## src/rtl/tetris_field.sv

```systemverilog
// tetris_field: W x H playfield engine. Stores per-cell piece kinds, accepts
// locked-piece masks, clears full rows, injects garbage rows from the bottom,
// flags top-out and keeps a saturating BCD score.
// Build macro TETRIS_FIELD_GARBAGE_EN: when defined, the garbage FIFO and the
// GARB state are built; otherwise garbage inputs are ignored.
// GQ_DEPTH must be a power of two and at least 2.
module tetris_field #(
  parameter int W            = 10,
  parameter int H            = 20,
  parameter int KIND_W       = 3,
  parameter int GARB_KIND    = 7,
  parameter int GQ_DEPTH     = 4,
  parameter int SCORE_DIGITS = 4,
  localparam int LW          = $clog2(H + 1)
) (
  input  logic                      clk,
  input  logic                      reset_n,
  input  logic                      clr_i,
  input  logic                      lock_valid,
  output logic                      lock_ready,
  input  logic [W*H-1:0]            lock_mask,
  input  logic [KIND_W-1:0]         lock_kind,
  input  logic                      garb_valid,
  output logic                      garb_ready,
  input  logic [W-1:0]              garb_row,
  input  logic [3:0]                rd_x,
  input  logic [4:0]                rd_y,
  output logic [KIND_W-1:0]         rd_kind,
  output logic [W*H-1:0]            occ,
  output logic                      busy,
  output logic                      done,
  output logic [LW-1:0]             lines,
  output logic                      top_out,
  output logic [4*SCORE_DIGITS-1:0] score
);
  localparam int RW = $clog2(H);
  localparam int SW = 4 * SCORE_DIGITS;

  typedef enum logic [2:0] {IDLE, LOCK, SCAN, GARB, DONE} state_e;
  typedef logic [W-1:0][KIND_W-1:0] row_t;

  state_e            state_q, state_d;
  row_t [H-1:0]      board_q, board_d;
  logic [W*H-1:0]    mask_q, mask_d;
  logic [KIND_W-1:0] kind_q, kind_d, rd_kind_q, rd_kind_d;
  logic [RW-1:0]     row_q, row_d;
  logic [LW-1:0]     cnt_q, cnt_d, lines_q, lines_d;
  logic [SW-1:0]     score_q, score_d;
  logic [H-1:0]      row_full;
  logic [3:0]        inc;

`ifdef TETRIS_FIELD_GARBAGE_EN
  localparam int GW = $clog2(GQ_DEPTH);
  logic [GQ_DEPTH-1:0][W-1:0] gq_q, gq_d;
  logic [GW-1:0]              gq_wr_q, gq_wr_d, gq_rd_q, gq_rd_d;
  logic [GW:0]                gq_cnt_q, gq_cnt_d;
  logic                       top_q, top_d, gq_push, gq_pop;
  assign garb_ready = (gq_cnt_q != (GW+1)'(GQ_DEPTH));
  assign top_out    = top_q;
`else
  logic unused_garb;
  assign unused_garb = ^{garb_valid, garb_row, GARB_KIND[0], GQ_DEPTH[0]};
  assign garb_ready  = 1'b0;
  assign top_out     = 1'b0;
`endif

  assign lock_ready = (state_q == IDLE) && !top_out && !clr_i;
  assign busy       = (state_q != IDLE);
  assign done       = (state_q == DONE);
  assign lines      = lines_q;
  assign score      = score_q;
  assign rd_kind    = rd_kind_q;

  // BCD add of a small increment; any carry out of the top digit pins all-9s
  function automatic logic [SW-1:0] bcd_add(input logic [SW-1:0] a, input logic [3:0] inc_i);
    logic [SW-1:0] r;
    logic [4:0]    s;
    logic          c;
    r = a;
    c = 1'b0;
    for (int i = 0; i < SCORE_DIGITS; i++) begin
      s = {1'b0, a[4*i +: 4]} + ((i == 0) ? {1'b0, inc_i} : {4'd0, c});
      if (s > 5'd9) begin
        r[4*i +: 4] = 4'(s - 5'd10);
        c = 1'b1;
      end else begin
        r[4*i +: 4] = s[3:0];
        c = 1'b0;
      end
    end
    if (c) r = {SCORE_DIGITS{4'd9}};
    return r;
  endfunction

  // occupancy map and per-row full flags straight off the board registers
  always_comb begin
    occ      = '0;
    row_full = '1;
    for (int y = 0; y < H; y++)
      for (int x = 0; x < W; x++) begin
        occ[y*W + x] = |board_q[y][x];
        if (board_q[y][x] == '0) row_full[y] = 1'b0;
      end
  end

  // score increment for the number of rows cleared in this sequence
  always_comb begin
    inc = 4'd0;
    if (cnt_q >= LW'(4))      inc = 4'd8;
    else if (cnt_q == LW'(3)) inc = 4'd5;
    else if (cnt_q == LW'(2)) inc = 4'd3;
    else if (cnt_q == LW'(1)) inc = 4'd1;
  end

  // out-of-range reads return empty
  always_comb begin
    rd_kind_d = '0;
    if (int'(rd_x) < W && int'(rd_y) < H) rd_kind_d = board_q[rd_y][rd_x];
  end

  // lock / scan / garbage sequencer, FIFO bookkeeping and new-game clear
  always_comb begin
    state_d = state_q;
    board_d = board_q;
    mask_d  = mask_q;
    kind_d  = kind_q;
    row_d   = row_q;
    cnt_d   = cnt_q;
    lines_d = lines_q;
    score_d = score_q;
`ifdef TETRIS_FIELD_GARBAGE_EN
    gq_d     = gq_q;
    gq_wr_d  = gq_wr_q;
    gq_rd_d  = gq_rd_q;
    gq_cnt_d = gq_cnt_q;
    top_d    = top_q;
    gq_push  = garb_valid && garb_ready && !clr_i;
    gq_pop   = 1'b0;
`endif
    case (state_q)
      IDLE: if (lock_valid && lock_ready) begin
        mask_d  = lock_mask;
        kind_d  = lock_kind;
        state_d = LOCK;
      end
      LOCK: begin
        for (int y = 0; y < H; y++)
          for (int x = 0; x < W; x++)
            if (mask_q[y*W + x]) board_d[y][x] = kind_q;
        row_d   = RW'(H - 1);
        cnt_d   = '0;
        state_d = SCAN;
      end
      SCAN: begin
        if (row_full[row_q]) begin
          // drop everything above row_q by one; row_q is re-examined next cycle
          for (int y = 1; y < H; y++)
            if (RW'(y) <= row_q) board_d[y] = board_q[y-1];
          board_d[0] = '0;
          cnt_d      = cnt_q + 1'b1;
        end else if (row_q == '0) begin
`ifdef TETRIS_FIELD_GARBAGE_EN
          state_d = (gq_cnt_q != '0) ? GARB : DONE;
`else
          state_d = DONE;
`endif
        end else begin
          row_d = row_q - 1'b1;
        end
      end
      GARB: begin
`ifdef TETRIS_FIELD_GARBAGE_EN
        gq_pop = 1'b1;
        if (|occ[W-1:0]) top_d = 1'b1;
        for (int y = 0; y < H - 1; y++) board_d[y] = board_q[y+1];
        for (int x = 0; x < W; x++)
          board_d[H-1][x] = gq_q[gq_rd_q][x] ? KIND_W'(GARB_KIND) : '0;
        // a push landing in the last pop cycle keeps us draining
        if (gq_cnt_q == (GW+1)'(1) && !gq_push) state_d = DONE;
`else
        state_d = DONE;
`endif
      end
      DONE: begin
        score_d = bcd_add(score_q, inc);
        state_d = IDLE;
      end
      default: state_d = IDLE;
    endcase
    if (state_d == DONE && state_q != DONE) lines_d = cnt_q;
`ifdef TETRIS_FIELD_GARBAGE_EN
    if (gq_push) begin
      gq_d[gq_wr_q] = garb_row;
      gq_wr_d       = gq_wr_q + 1'b1;
    end
    if (gq_pop) gq_rd_d = gq_rd_q + 1'b1;
    if (gq_push && !gq_pop)      gq_cnt_d = gq_cnt_q + 1'b1;
    else if (!gq_push && gq_pop) gq_cnt_d = gq_cnt_q - 1'b1;
`endif
    if (clr_i) begin
      state_d = IDLE;
      board_d = '0;
      cnt_d   = '0;
      lines_d = '0;
      score_d = '0;
`ifdef TETRIS_FIELD_GARBAGE_EN
      gq_wr_d  = '0;
      gq_rd_d  = '0;
      gq_cnt_d = '0;
      top_d    = 1'b0;
`endif
    end
  end

  // state registers
  always_ff @(posedge clk or negedge reset_n) begin
    if (!reset_n) begin
      state_q   <= IDLE;
      board_q   <= '0;
      mask_q    <= '0;
      kind_q    <= '0;
      row_q     <= '0;
      cnt_q     <= '0;
      lines_q   <= '0;
      score_q   <= '0;
      rd_kind_q <= '0;
`ifdef TETRIS_FIELD_GARBAGE_EN
      gq_q      <= '0;
      gq_wr_q   <= '0;
      gq_rd_q   <= '0;
      gq_cnt_q  <= '0;
      top_q     <= 1'b0;
`endif
    end else begin
      state_q   <= state_d;
      board_q   <= board_d;
      mask_q    <= mask_d;
      kind_q    <= kind_d;
      row_q     <= row_d;
      cnt_q     <= cnt_d;
      lines_q   <= lines_d;
      score_q   <= score_d;
      rd_kind_q <= rd_kind_d;
`ifdef TETRIS_FIELD_GARBAGE_EN
      gq_q      <= gq_d;
      gq_wr_q   <= gq_wr_d;
      gq_rd_q   <= gq_rd_d;
      gq_cnt_q  <= gq_cnt_d;
      top_q     <= top_d;
`endif
    end
  end
endmodule
```

## config.mk

```make
export PLATFORM = sky130hd
export DESIGN_NAME = tetris_field
export DESIGN_NICKNAME = d
export VERILOG_FILES = /design/src/rtl/tetris_field.sv
export SDC_FILE = /design/constraint.sdc
export NUM_CORES = 2
export LEC_CHECK = 0
export ABC_AREA = 0
export CAP_MARGIN = 20
export CORE_MARGIN = 2
export CORE_UTILIZATION = 35
export DETAILED_ROUTE_END_ITERATION = 6
export SLEW_MARGIN = 10
export SYNTH_ARGS = -nofsm -noshare
export SYNTH_HDL_FRONTEND = slang
export SYNTH_SLANG_ARGS = --single-unit
```

## constraint.sdc

```tcl
create_clock -name clk -period 14 [get_ports clk]
set_input_delay 3.5 -clock clk [delete_from_list [all_inputs] [get_ports clk]]
set_output_delay 3.5 -clock clk [all_outputs]
set_load 0.02 [all_outputs]
```

# ---- Yosys cells after proc, flatten, opt, wreduce, memory -nomap -nowiden
# Cells that the tools add are included.
# Widths: inputs -> output; s select.
dict set report totals {
  register_bits 840
  in_bits 227
  out_inout_bits 229
  word_cells 1554
}
dict set report op_classes {
  addsub 10
  order_cmp 29
  n_eq_ne 231
  muxes 461
  reduce_logical 615
}
# cell n
set op_table {}
lappend op_table {{$mux 600} 2}
lappend op_table {{$pmux 600 s2} 1}
lappend op_table {{$reduce_and 4->1} 190}
lappend op_table {{$ne 3x3->1 const B} 221}
lappend op_table {{$mux 3} 207}
lappend op_table {{$logic_not 3->1} 201}
lappend op_table {{$mux 30} 20}
lappend op_table {{$reduce_or 3->1} 200}
lappend op_table {{$mux 1} 210}
lappend op_table {{$bmux 30 s5} 1}
lappend op_table {{$mux 16} 3}
lappend op_table {{$le 4x5->1 const A} 8}
lappend op_table {{$reduce_and 3->1} 11}
lappend op_table {{$mux 5} 6}
lappend op_table {{$gt 5x4->1 const B} 4}
lappend op_table {{$le 3x5->1 const A} 4}
lappend op_table {{$le 5x5->1 const A} 4}
lappend op_table {{$mux 4} 5}
lappend op_table {{$pmux 5 s2} 2}
lappend op_table {{$sub 4x4->4 const B} 4}
lappend op_table {{$add 4x1->5} 3}
lappend op_table {{$bmux 3 s4} 1}
lappend op_table {{$lt 5x6->1 const B} 2}
lappend op_table {{$pmux 3 s4} 1}
lappend op_table {{other kinds (23)} 35}

# ---- Depth between registers and ports, before layout
dict set report depth {
  word_depth 24
  depth_mapped 33
  mapped_depth_nobuf 33
}

# ---- Worst setup path before layout
# Ideal clock, no wire load.
dict set report synth_path {
  path_kind {input port to output port}
  startpoint {input clr_i}
  endpoint {output lock_ready}
  arrival_ns 3.996
  required_ns 10.500
  setup_slack_ns 6.504
  path_stages 2
  path_buffers 1
  cell_sequence {clkbuf_1 > nor2_1}
}
dict set report synth_between {
  elab_chain_cells 2
}
# item line
set synth_rtl {}
lappend synth_rtl {{start: declaration} 18} ;# input logic clr_i,
lappend synth_rtl {{$logic_not 1->1} 67} ;# assign lock_ready = (state_q == IDLE) && !top_out && !clr_i;
lappend synth_rtl {{$logic_and 1x1->1} 67}
lappend synth_rtl {{end: declaration} 20} ;# output logic lock_ready,
# Every way passes these cells.

# ---- Worst setup path after layout
# Same ends and word-level chain as after synthesis.

==> impl_metrics.yaml <==
detailed_routing:
  wl_per_cell_um: 28.79
  via_count: 36810
  first_pass_iters: 6
  initialDrtViolationCount: 3768
  drtAntennaViolNets: 0
  drc: 0
  routed_wl_mm: 184.0
  vias_per_cell: 5.760
hold_path:
  hp-start: "mask_q[30]"
  hold_depth: 1
  holdCritPathClass: "reg -> reg"
  min_to: "mask_q[30]"
power_and_ir_drop:
  power_frac_comb_pct: 33.8
  power_frac_clock_pct: 27.2
  netSwitchingFraction_pct: 38.34
  internal_power_w: 0.005708
  p_seq_share_pct: 39.0
  max-vdd-ir-drop_v: 0.0001000
  power_density_mw_per_mm2: 167.1
  leakage_nw: 24.09
  netSwitchingPower_w: 0.003550
clock_network:
  cts_tree: "yes"
  cts_hold_buf: 0
  cts_made_buffers: 97
  cts.path.max_buffers: 3
  root_buffer: "clkbuf_16"
  insertion_delay_ps: 710
  h-tree-depth: 3
  clk_pin_slew_worst_paths_ps: 60
  cts_setup_buffers: 0
  cts_resized: 0
  clock_sinks: 840
place:
  dp_slack_ps: 5532
  io_buffers: 442
  place.gp.congestion: 0.9378
  dp_cells: 6209
  place_hpwl_mm: 133.3
timing:
  fin_skew_ps: 39.03
  slew_viol_final: 0
  timing.fmax_mhz: 118.2
  layout_setup_ws_ps: 5540
  worst_pin_slew_ps: 1201
  rsz0062_at_grt: "false"
  hold_violations: 0
  tns_ps: 0
  setup_viol: 0
  fin_crit_ps: 8460
  slew_headroom_pct: 18.88
  period_share_pct: 60.43
finish:
  nets: 4804
  syn_to_final_growth_pct: 19.56
  final_common_cell: "dfrtp_1"
  fillerInstances: 12640
  instances_no_fill: 6391
  final_cell_mix: "dfrtp_1 (840), mux2i_1 (595), a21oi_1 (595), inv_1 (580), clkdlybuf4s50_1 (437)"
  drive_above_1_share_pct: 16.56
die:
  fp.dieW_um: 367.8
  fp-row-count: 133
  initial_core_util_pct: 35.24
  die-area_sq_mm: 0.1353
  die_h_um: 367.8
  io_pins: 456
  core_sq_mm: 0.1315
logic_synthesis:
  yosys_register_bits: 840
  avgSynthCellArea_sq_um: 10.89
  synth_top_area_share_pct: 45.37
  synth_area_leaders: "dfrtp_1 (45%), mux2i_1 (13%), mux4_2 (8.7%), a21oi_1 (6.4%), mux2_2 (5.9%)"
  async_reset_ff_share_pct: 100.0
  yosys.area.top_type: "dfrtp_1"
  synth_ff_type: "dfrtp_1"
  seq_area_frac_synth_pct: 45.37
  ys_types: 64
  synthCells: 4253
  synth_edf_count: 0
  yosysWarningCount: 0
  synth_area_sq_mm: 0.04633
critical_path:
  crit_buf_inv: 3
  required_ps: 10500
  critPathLaunchType: "primary input"
  arrival_ps: 4960
  crit_chain: "clkdlybuf4s50_1, buf_4, nor2_1, clkdlybuf4s50_1"
  rr_startpoint: "cnt_q[3]"
  r2r.worst_path.cells: 29
  reg2reg_slack_ps: 6790
  worst-setup-path-type: "in -> out"
  cp-end-kind: "primary output"
  critPathMaxStageDelay_ps: 550
  crit_family: "buffers and inverters"
  r2r-end: "score[10]"
  path_max_fanout: 28
  path_depth: 4
  cp_slowest_cell: "clkdlybuf4s50_1"
  crit_top_cell: "clkdlybuf4s50_1"
grt:
  overflow: 0
  grt_max_degree: 222
  grt_usage_pct: 26.59
  first_global_vias: 36790
  grt_pass1_wl_mm: 264.4
  antenna_found_initial: 18
flow_run:
  maxCapViolCount: 0
outcome:
  status: "finished, final reports clean"
-- metrics by stage --
step | power [W] | util, % | hold slack (ps) | area, sq um
floorplan | 0.005063 | - | 472.1 | 46340
global placement | 0.006660 | 39.77 | 495.0 | 52290
detailed placement | 0.006710 | 39.77 | 496.6 | 52290
CTS | 0.009250 | 42.11 | 509.0 | 55350
global route | 0.009591 | 42.13 | 520.8 | 55390
finish | 0.009258 | 42.14 | 506.0 | 55400
-- registers in the layout (all words and copies together) (netlist names) --
name / cells
mask_q: 200
kind_q: 3
row_q: 5
state_q: 3
cnt_q: 5
board_q: 600
lines: 5
rd_kind: 3
score: 16
-- layer usage --
layer  vias up  routed length (um)  GRT usage [%]
met5         -                  90              0
met4        14               10720          14.07
met3       381               18210          6.758
met2      1869               84810          41.74
met1     18870               70190          33.70
li1      15680                   -              -
-- power groups by stage --
| stage | clock network, W | logic [W] | registers (W) |
|---|---|---|---|
| finish | 0.00252 | 0.00313 | 0.00361 |
| global route | 0.00265 | 0.00328 | 0.00366 |
| CTS | 0.00256 | 0.00310 | 0.00359 |
| detailed placement | 0 | 0.00308 | 0.00363 |
| global placement | 0 | 0.00304 | 0.00362 |
| floorplan | 0 | 0.00174 | 0.00332 |
-- kinds of logic (layout without fill, tap and decap cells) --
| logic type | count (synthesis) | after routing | share of synthesized area [%] |
|---|---|---|---|
| adder cells (fa/ha/maj) | 23 | 23 | 0.6373 |
| flip-flops | 840 | 840 | 45.37 |
| other | 1 | 11 | 0.008094 |
| AND/OR/NAND/NOR | 620 | 620 | 6.840 |
| AO/OA/AOI/OAI | 873 | 873 | 12.25 |
| XOR/XNOR | 11 | 11 | 0.2079 |
| buffers and inverters | 868 | 1241 | 7.202 |
| multiplexers | 1017 | 1017 | 27.49 |
-- synthesized netlist by cell type (all sizes together) (3+ instances only) --
cell	n
dfrtp	840
a21oi	595
mux2i	595
inv	580
nor2	243
mux2	242
clkbuf	225
or3	199
mux4	180
o21ai	118
o221ai	99
buf	61
nand4	39
nand3	34
nor3	32
nand2	29
ha	22
o22ai	16
and2	9
a22o	6
nand2b	6
o31ai	6
xnor2	6
a311o	5
a31oi	5
nand3b	5
nor3b	5
xor2	5
a31o	4
nor2b	4
a21o	3
a221o	3
a311oi	3
nand4b	3
or2	3
-- final cells by class --
cell class,instances,area [sq um],area share (%)
flip-flops and latches,840,21020,37.94
diodes,9,22.52,0.04065
inverters,582,2185,3.944
multi-input cells,2546,22010,39.73
clock inverters,28,251.5,0.4540
repair buffers,487,4900,8.845
well taps,1755,2196,3.964
clock buffers,144,2815,5.082
-- worst reg2reg max path, delay by kind of cell, from the launching register on --
family / cells / cell delay [ps]
muxes: 1 / 340
xor gates and xnor gates: 1 / 300
and+or+nand+nor: 6 / 1020
DFF: 1 / 420
buffers and inverters: 5 / 490
adders and majority gates: 8 / 2240
AOI/OAI and AO/OA: 8 / 2290
-- how the worst max path moves through the flow --
stage / to / from / slack, ps
after floorplan: lock_ready / clr_i / 6500
after global placement: lock_ready / clr_i / 5540
after detailed placement: lock_ready / clr_i / 5530
after CTS: lock_ready / clr_i / 5530
after global routing: lock_ready / clr_i / 5490
final: lock_ready / clr_i / 5540
(Power assumes the default switching activity.)
